<file path="src/rtl/alu_pkg.sv">
// Shared ALU definitions: control-code constants used by both the ALU control
// decoder and the execution unit, plus the execution unit state encoding.
package alu_pkg;

    localparam int ALU_CTL_W = 3;

    localparam logic [ALU_CTL_W-1:0] ALU_ADD  = 3'b000;
    localparam logic [ALU_CTL_W-1:0] ALU_SUB  = 3'b001;
    localparam logic [ALU_CTL_W-1:0] ALU_SLT  = 3'b010;
    localparam logic [ALU_CTL_W-1:0] ALU_MUL  = 3'b011;
    localparam logic [ALU_CTL_W-1:0] ALU_NOR  = 3'b100;
    localparam logic [ALU_CTL_W-1:0] ALU_AND  = 3'b101;
    localparam logic [ALU_CTL_W-1:0] ALU_OR   = 3'b110;
    localparam logic [ALU_CTL_W-1:0] ALU_RSVD = 3'b111;

    typedef enum logic {
        IDLE = 1'b0,
        MUL  = 1'b1
    } alu_state_e;

endpackage

</file>
<file path="src/rtl/alu_mul_seq.sv">
// Iterative shift-add multiplier, one partial product per clock.
// done and product are combinational on the final step so the owner can
// register the product on the same edge the last step retires, giving a
// total latency of WIDTH cycles from start.
module alu_mul_seq #(
    parameter int WIDTH = 32
) (
    input  logic             clk,
    input  logic             reset,
    input  logic             start,
    input  logic [WIDTH-1:0] a,
    input  logic [WIDTH-1:0] b,
    output logic             done,
    output logic [WIDTH-1:0] product
);
    import alu_pkg::*;

    localparam int CNT_W = $clog2(WIDTH) + 1;

    logic             running;
    logic [CNT_W-1:0] count;
    logic [WIDTH-1:0] mcand;
    logic [WIDTH-1:0] mplier;
    logic [WIDTH-1:0] acc;
    logic [WIDTH-1:0] acc_next;

    // Accumulator value after the current step's conditional add.
    always_comb begin
        acc_next = acc;
        if (mplier[0]) begin
            acc_next = acc + mcand;
        end
    end

    assign done    = running && (count == CNT_W'(1));
    assign product = acc_next;

    // Step sequencer: count is a down-counter terminating at 1.
    always_ff @(posedge clk) begin
        if (reset) begin
            running <= 1'b0;
            count   <= '0;
            mcand   <= '0;
            mplier  <= '0;
            acc     <= '0;
        end else if (start) begin
            running <= 1'b1;
            count   <= CNT_W'(WIDTH);
            mcand   <= a;
            mplier  <= b;
            acc     <= '0;
        end else if (running) begin
            acc    <= acc_next;
            mcand  <= mcand << 1;
            mplier <= mplier >> 1;
            count  <= count - CNT_W'(1);
            if (count == CNT_W'(1)) begin
                running <= 1'b0;
            end
        end
    end

endmodule

</file>
<file path="src/rtl/alu_exec_unit.sv">
// EX-stage execution unit: valid/ready operation intake, single-cycle
// datapath, sequential multiply and a registered result with zero/illegal.
//
//  state | meaning
//  ------+-----------------------------------------------------------
//  IDLE  | accepting ops; single-cycle results retire here (latency 1)
//  MUL   | shift-add multiply in progress, intake stalled, busy=1
module alu_exec_unit #(
    parameter int WIDTH = 32
) (
    input  logic             clk,
    input  logic             reset,
    input  logic             in_valid,
    output logic             in_ready,
    input  logic [2:0]       alu_ctl,
    input  logic [WIDTH-1:0] op_a,
    input  logic [WIDTH-1:0] op_b,
    output logic             out_valid,
    input  logic             out_ready,
    output logic [WIDTH-1:0] result,
    output logic             zero,
    output logic             illegal,
    output logic             busy
);
    import alu_pkg::*;

    alu_state_e       state;
    logic             accept;
    logic             mul_start;
    logic             mul_done;
    logic [WIDTH-1:0] mul_product;
    logic [WIDTH-1:0] sc_result;
    logic             sc_illegal;

    // New work only when idle and the output slot is free or draining now.
    assign in_ready  = (state == IDLE) && (!out_valid || out_ready);
    assign accept    = in_valid && in_ready;
    assign mul_start = accept && (alu_ctl == ALU_MUL);

    // Single-cycle datapath; MUL lanes here are don't-care and never retired.
    always_comb begin
        sc_result  = '0;
        sc_illegal = 1'b0;
        case (alu_ctl)
            ALU_ADD: sc_result = op_a + op_b;
            ALU_SUB: sc_result = op_a - op_b;
            ALU_SLT: sc_result = {{(WIDTH-1){1'b0}}, ($signed(op_a) < $signed(op_b))};
            ALU_AND: sc_result = op_a & op_b;
            ALU_OR:  sc_result = op_a | op_b;
            ALU_NOR: sc_result = ~(op_a | op_b);
            ALU_MUL: sc_result = '0;
            default: begin
                sc_result  = '0;
                sc_illegal = 1'b1;
            end
        endcase
    end

    alu_mul_seq #(
        .WIDTH (WIDTH)
    ) u_mul (
        .clk     (clk),
        .reset   (reset),
        .start   (mul_start),
        .a       (op_a),
        .b       (op_b),
        .done    (mul_done),
        .product (mul_product)
    );

    // Control FSM and output register; outputs hold while unconsumed.
    always_ff @(posedge clk) begin
        if (reset) begin
            state     <= IDLE;
            out_valid <= 1'b0;
            result    <= '0;
            zero      <= 1'b0;
            illegal   <= 1'b0;
            busy      <= 1'b0;
        end else begin
            case (state)
                IDLE: begin
                    if (accept) begin
                        if (alu_ctl == ALU_MUL) begin
                            state     <= MUL;
                            busy      <= 1'b1;
                            out_valid <= 1'b0;
                        end else begin
                            result    <= sc_result;
                            zero      <= (sc_result == '0);
                            illegal   <= sc_illegal;
                            out_valid <= 1'b1;
                        end
                    end else if (out_ready) begin
                        out_valid <= 1'b0;
                    end
                end
                MUL: begin
                    if (mul_done) begin
                        result    <= mul_product;
                        zero      <= (mul_product == '0);
                        illegal   <= 1'b0;
                        out_valid <= 1'b1;
                        busy      <= 1'b0;
                        state     <= IDLE;
                    end
                end
                default: state <= IDLE;
            endcase
        end
    end

endmodule

</file>
<file path="config.mk">
export PLATFORM = sky130hd
export DESIGN_NAME = alu_exec_unit
export DESIGN_NICKNAME = d
export VERILOG_FILES = /design/src/rtl/alu_pkg.sv /design/src/rtl/alu_mul_seq.sv /design/src/rtl/alu_exec_unit.sv
export SDC_FILE = /design/constraint.sdc
export NUM_CORES = 1
export LEC_CHECK = 0
export ABC_AREA = 1
export CAP_MARGIN = 20
export CORE_UTILIZATION = 30
export CTS_BUF_LIST = sky130_fd_sc_hd__clkbuf_8
export CTS_CLUSTER_DIAMETER = 40
export CTS_CLUSTER_SIZE = 8
export DETAILED_ROUTE_END_ITERATION = 8
export GPL_ROUTABILITY_DRIVEN = 0
export PLACE_DENSITY_LB_ADDON = 0.25
export SKIP_CTS_REPAIR_TIMING = 1
export SLEW_MARGIN = 20
export SYNTH_ARGS = -nofsm -noshare
export SYNTH_HDL_FRONTEND = slang
export SYNTH_HIERARCHICAL = 1
export SYNTH_SLANG_ARGS = --single-unit
export TNS_END_PERCENT = 20
</file>
<file path="constraint.sdc">
create_clock -name clk -period 3.35 [get_ports clk]
set_clock_uncertainty 0.1 [all_clocks]
set_input_delay 0.67 -clock clk [delete_from_list [all_inputs] [get_ports clk]]
set_output_delay 0.67 -clock clk [all_outputs]
set_load 0.01 [all_outputs]
</file>
==> results.sh <==
export IMPL_timing_rr_start="u_mul/mcand[0]"
export IMPL_die_area_mm2=0.0524
export IMPL_initial_core_util=0.306
export IMPL_hold_viol=0
export IMPL_nFillCells=5497
export IMPL_layout_drive_gt1_share=0.143
export IMPL_status="finished, final reports clean"
export IMPL_period_minus_slack_ns=3.28
export IMPL_die_h_um=229
export IMPL_power_share_sequential=0.330
export IMPL_port_buffer_count=107
export IMPL_ir_drop_v=0.000272
export IMPL_synth_flop_cell="dfxtp_1"
export IMPL_via_count=19109
export IMPL_wire_per_inst_um=17.5
export IMPL_detail_route_antenna_nets=0
export IMPL_powerDensity_mw_per_mm2=270
export IMPL_route_detailed_drc=0
export IMPL_min_from="result[10]"
export IMPL_endpoint_kind="flop"
export IMPL_synth_area_per_cell_um2=5.59
export IMPL_drtIter0Drc=1763
export IMPL_ios=108
export IMPL_cp_data_arrival_time_ns=3.65
export IMPL_cp_start_kind="primary input"
export IMPL_timing_critical_path_slowest_stage_cell="clkdlybuf4s50_1"
export IMPL_cts_sinks=140
export IMPL_synth_area_mm2=0.0155
export IMPL_crit_top_cell="nand2_1"
export IMPL_clockBufferDepth=2
export IMPL_ys_seq_area_frac=0.181
export IMPL_clkPwrFrac=0.255
export IMPL_yosysUniqueCellTypes=47
export IMPL_synth_top_cell_by_area="nand2_1"
export IMPL_grt_pass1_wl_um=102000
export IMPL_detail_route_wirelength_um=67200
export IMPL_final_nets=3369
export IMPL_core_mm2=0.0505
export IMPL_async_reset_ff_frac=0
export IMPL_fin_crit_sh=0.979
export IMPL_synthTopCellsByArea="nand2_1, dfxtp_1, inv_1"
export IMPL_crit_chain="clkdlybuf4s50_1, inv_1, ha_1, nor2_1, nand2_1, inv_1, nand2_1, inv_1, nand2_1, nand2_1, nand3_1, nand2_1, nand2_1, nand3_1, nand2_1, nor2_1, nand2_1, nor2_1, nand3_1, a21oi_1"
export IMPL_diodes=0
export IMPL_startpoint="op_a[11]"
export IMPL_cp_max_fo=5
export IMPL_cts_clk_slew_worst_paths_ns=0.09
export IMPL_p_comb_frac=0.415
export IMPL_cts_htree_levels=4
export IMPL_rsz0062_at_grt="true"
export IMPL_r2r_slack_ns=0.17
export IMPL_crit_required_ns=3.72
export IMPL_grt_max_degree=47
export IMPL_fp_dieW_um=229
export IMPL_yosysTopAreaCellShare=0.223
export IMPL_setup_viol=0
export IMPL_grt_pass1_vias=18483
export IMPL_synth_edff_count=0
export IMPL_cts_root_buf="clkbuf_8"
export IMPL_area_growth_synth_to_final_pct=30.3
export IMPL_max_slew_margin=0.497
export IMPL_cap_violations=0
export IMPL_rows=82
export IMPL_cp_slowest_stage_delay_ns=0.61
export IMPL_cts_buffers=17
export IMPL_fmax_mhz=305
export IMPL_endpoint="zero"
export IMPL_clock_latency_ns=0.55
export IMPL_drtPass1Iterations=8
export IMPL_track_usage=0.253
export IMPL_place_hpwl_um=55400
export IMPL_postSynthCellCount=2765
export IMPL_hold_path_class="reg -> reg"
export IMPL_r2r_end="zero"
export IMPL_p_sw_frac=0.401
export IMPL_final_max_slew_violation_count=0
export IMPL_ys_warn_count=6
export IMPL_power_switching_mw=2.18
export IMPL_path_class="in -> reg"
export IMPL_reg2reg_depth=16
export IMPL_antenna_found_initial=1
export IMPL_synth_most_common_cell="nand2_1"
export IMPL_power_leakage_nw=11.0
export IMPL_p_int_mw=3.26
export IMPL_overflow=0
export IMPL_viasPerCell=4.97
export IMPL_worstMarginPinSlew_ns=0.753
export IMPL_cts_tree="yes"
export IMPL_ys_seq_elements=140
export IMPL_fin_util=0.399
export IMPL_finalPower_mw=5.43
export IMPL_synth_nets=2974
export IMPL_synthTopCellsByCount="nand2_1, inv_1, nor2_1, nand3_1, a21oi_1"
[metrics by stage]
step | hold slack [ns] | area, µm² | setup TNS (ns) | cells | setup slack (ns)
2_1_floorplan | 0.341 | 15500 | 0 | 2765 | 0.692
3_3_place_gp | 0.353 | 19700 | -5.84 | 3813 | -0.489
3_5_place_dp | 0.353 | 19700 | -6.22 | 3813 | -0.494
4_1_cts | 0.368 | 20100 | 0 | 3844 | 0.0262
5_1_grt | 0.388 | 20100 | -0.0480 | 3844 | -0.0480
6_report | 0.365 | 20100 | 0 | 3844 | 0.0720
[critical path, delay by kind of cell]
kind | cells | cell delay [ns]
simple gates | 14 | 1.57
fa+ha+maj | 1 | 0.37
buf+inv | 4 | 0.89
compound gates | 1 | 0.12
[worst min path at each step]
stage / to / slack [ns] / depth (start not counted)
floorplan: u_mul/mplier[31] / 0.34 / 2
global route: u_mul/mplier[22] / 0.39 / 2
global placement: u_mul/mplier[31] / 0.35 / 2
CTS: result[18] / 0.37 / 2
finish: result[10] / 0.37 / 2
detailed placement: result[10] / 0.35 / 2
[registers in the layout, summed over array words and instances (netlist names)]
register       flops
busy               1
out_valid          1
zero               1
state              1
u_mul/mplier      32
illegal            1
u_mul/mcand       32
u_mul/acc         32
u_mul/count        6
result            32
u_mul/running      1
[layout by cell type (no fill, tap or decap), types with 17 or more instances in the layout]
cell	synthesis	final
nor3_1	24	22
ha_1	135	131
clkdlybuf4s50_1	0	105
a22oi_1	33	33
nand3_1	215	213
inv_1	503	505
clkbuf_8	4	17
o22ai_1	21	21
a21oi_1	144	144
o211ai_1	19	19
buf_4	9	354
o21ai_0	83	81
nand4_1	27	27
nand2_1	919	918
nor2_1	263	257
dfxtp_1	140	140
[area by class of cell]
class	instances	area (µm²)	share of cell area
Timing Repair Buffer	472	3950	0.196
Sequential cell	140	2800	0.139
Inverter	510	1910	0.0951
Tap cell	672	841	0.0417
Clock buffer	17	234	0.0116
Multi-Input combinational cell	2019	10300	0.510
Clock inverter	14	124	0.00615
[power by group through the flow]
stage / Sequential [mW] / Clock, mW / Combinational, mW
3_5_place_dp: 1.83 / 0 / 2.19
5_1_grt: 1.80 / 1.50 / 2.44
6_report: 1.79 / 1.39 / 2.25
2_1_floorplan: 1.82 / 0 / 1.08
3_3_place_gp: 1.83 / 0 / 2.18
4_1_cts: 1.79 / 1.44 / 2.20
[routing by layer]
metal	part of all wire	vias to the layer above	global-route usage	routed length, µm
met4	0.034	2	0.0950	2310
met3	0.075	127	0.0426	5050
li1	-	9431	-	-
met2	0.46	773	0.429	31100
met1	0.43	8776	0.320	28700
met5	0.00021	-	0	14
[kinds of logic after synthesis]
family | after synthesis | synth area share
simple gates | 1505 | 0.403
flops | 140 | 0.181
fa+ha+maj | 138 | 0.113
compound gates | 360 | 0.135
xor+xnor | 16 | 0.00907
buf+inv | 606 | 0.158
No activity file was read; power rests on OpenSTA's default activity.
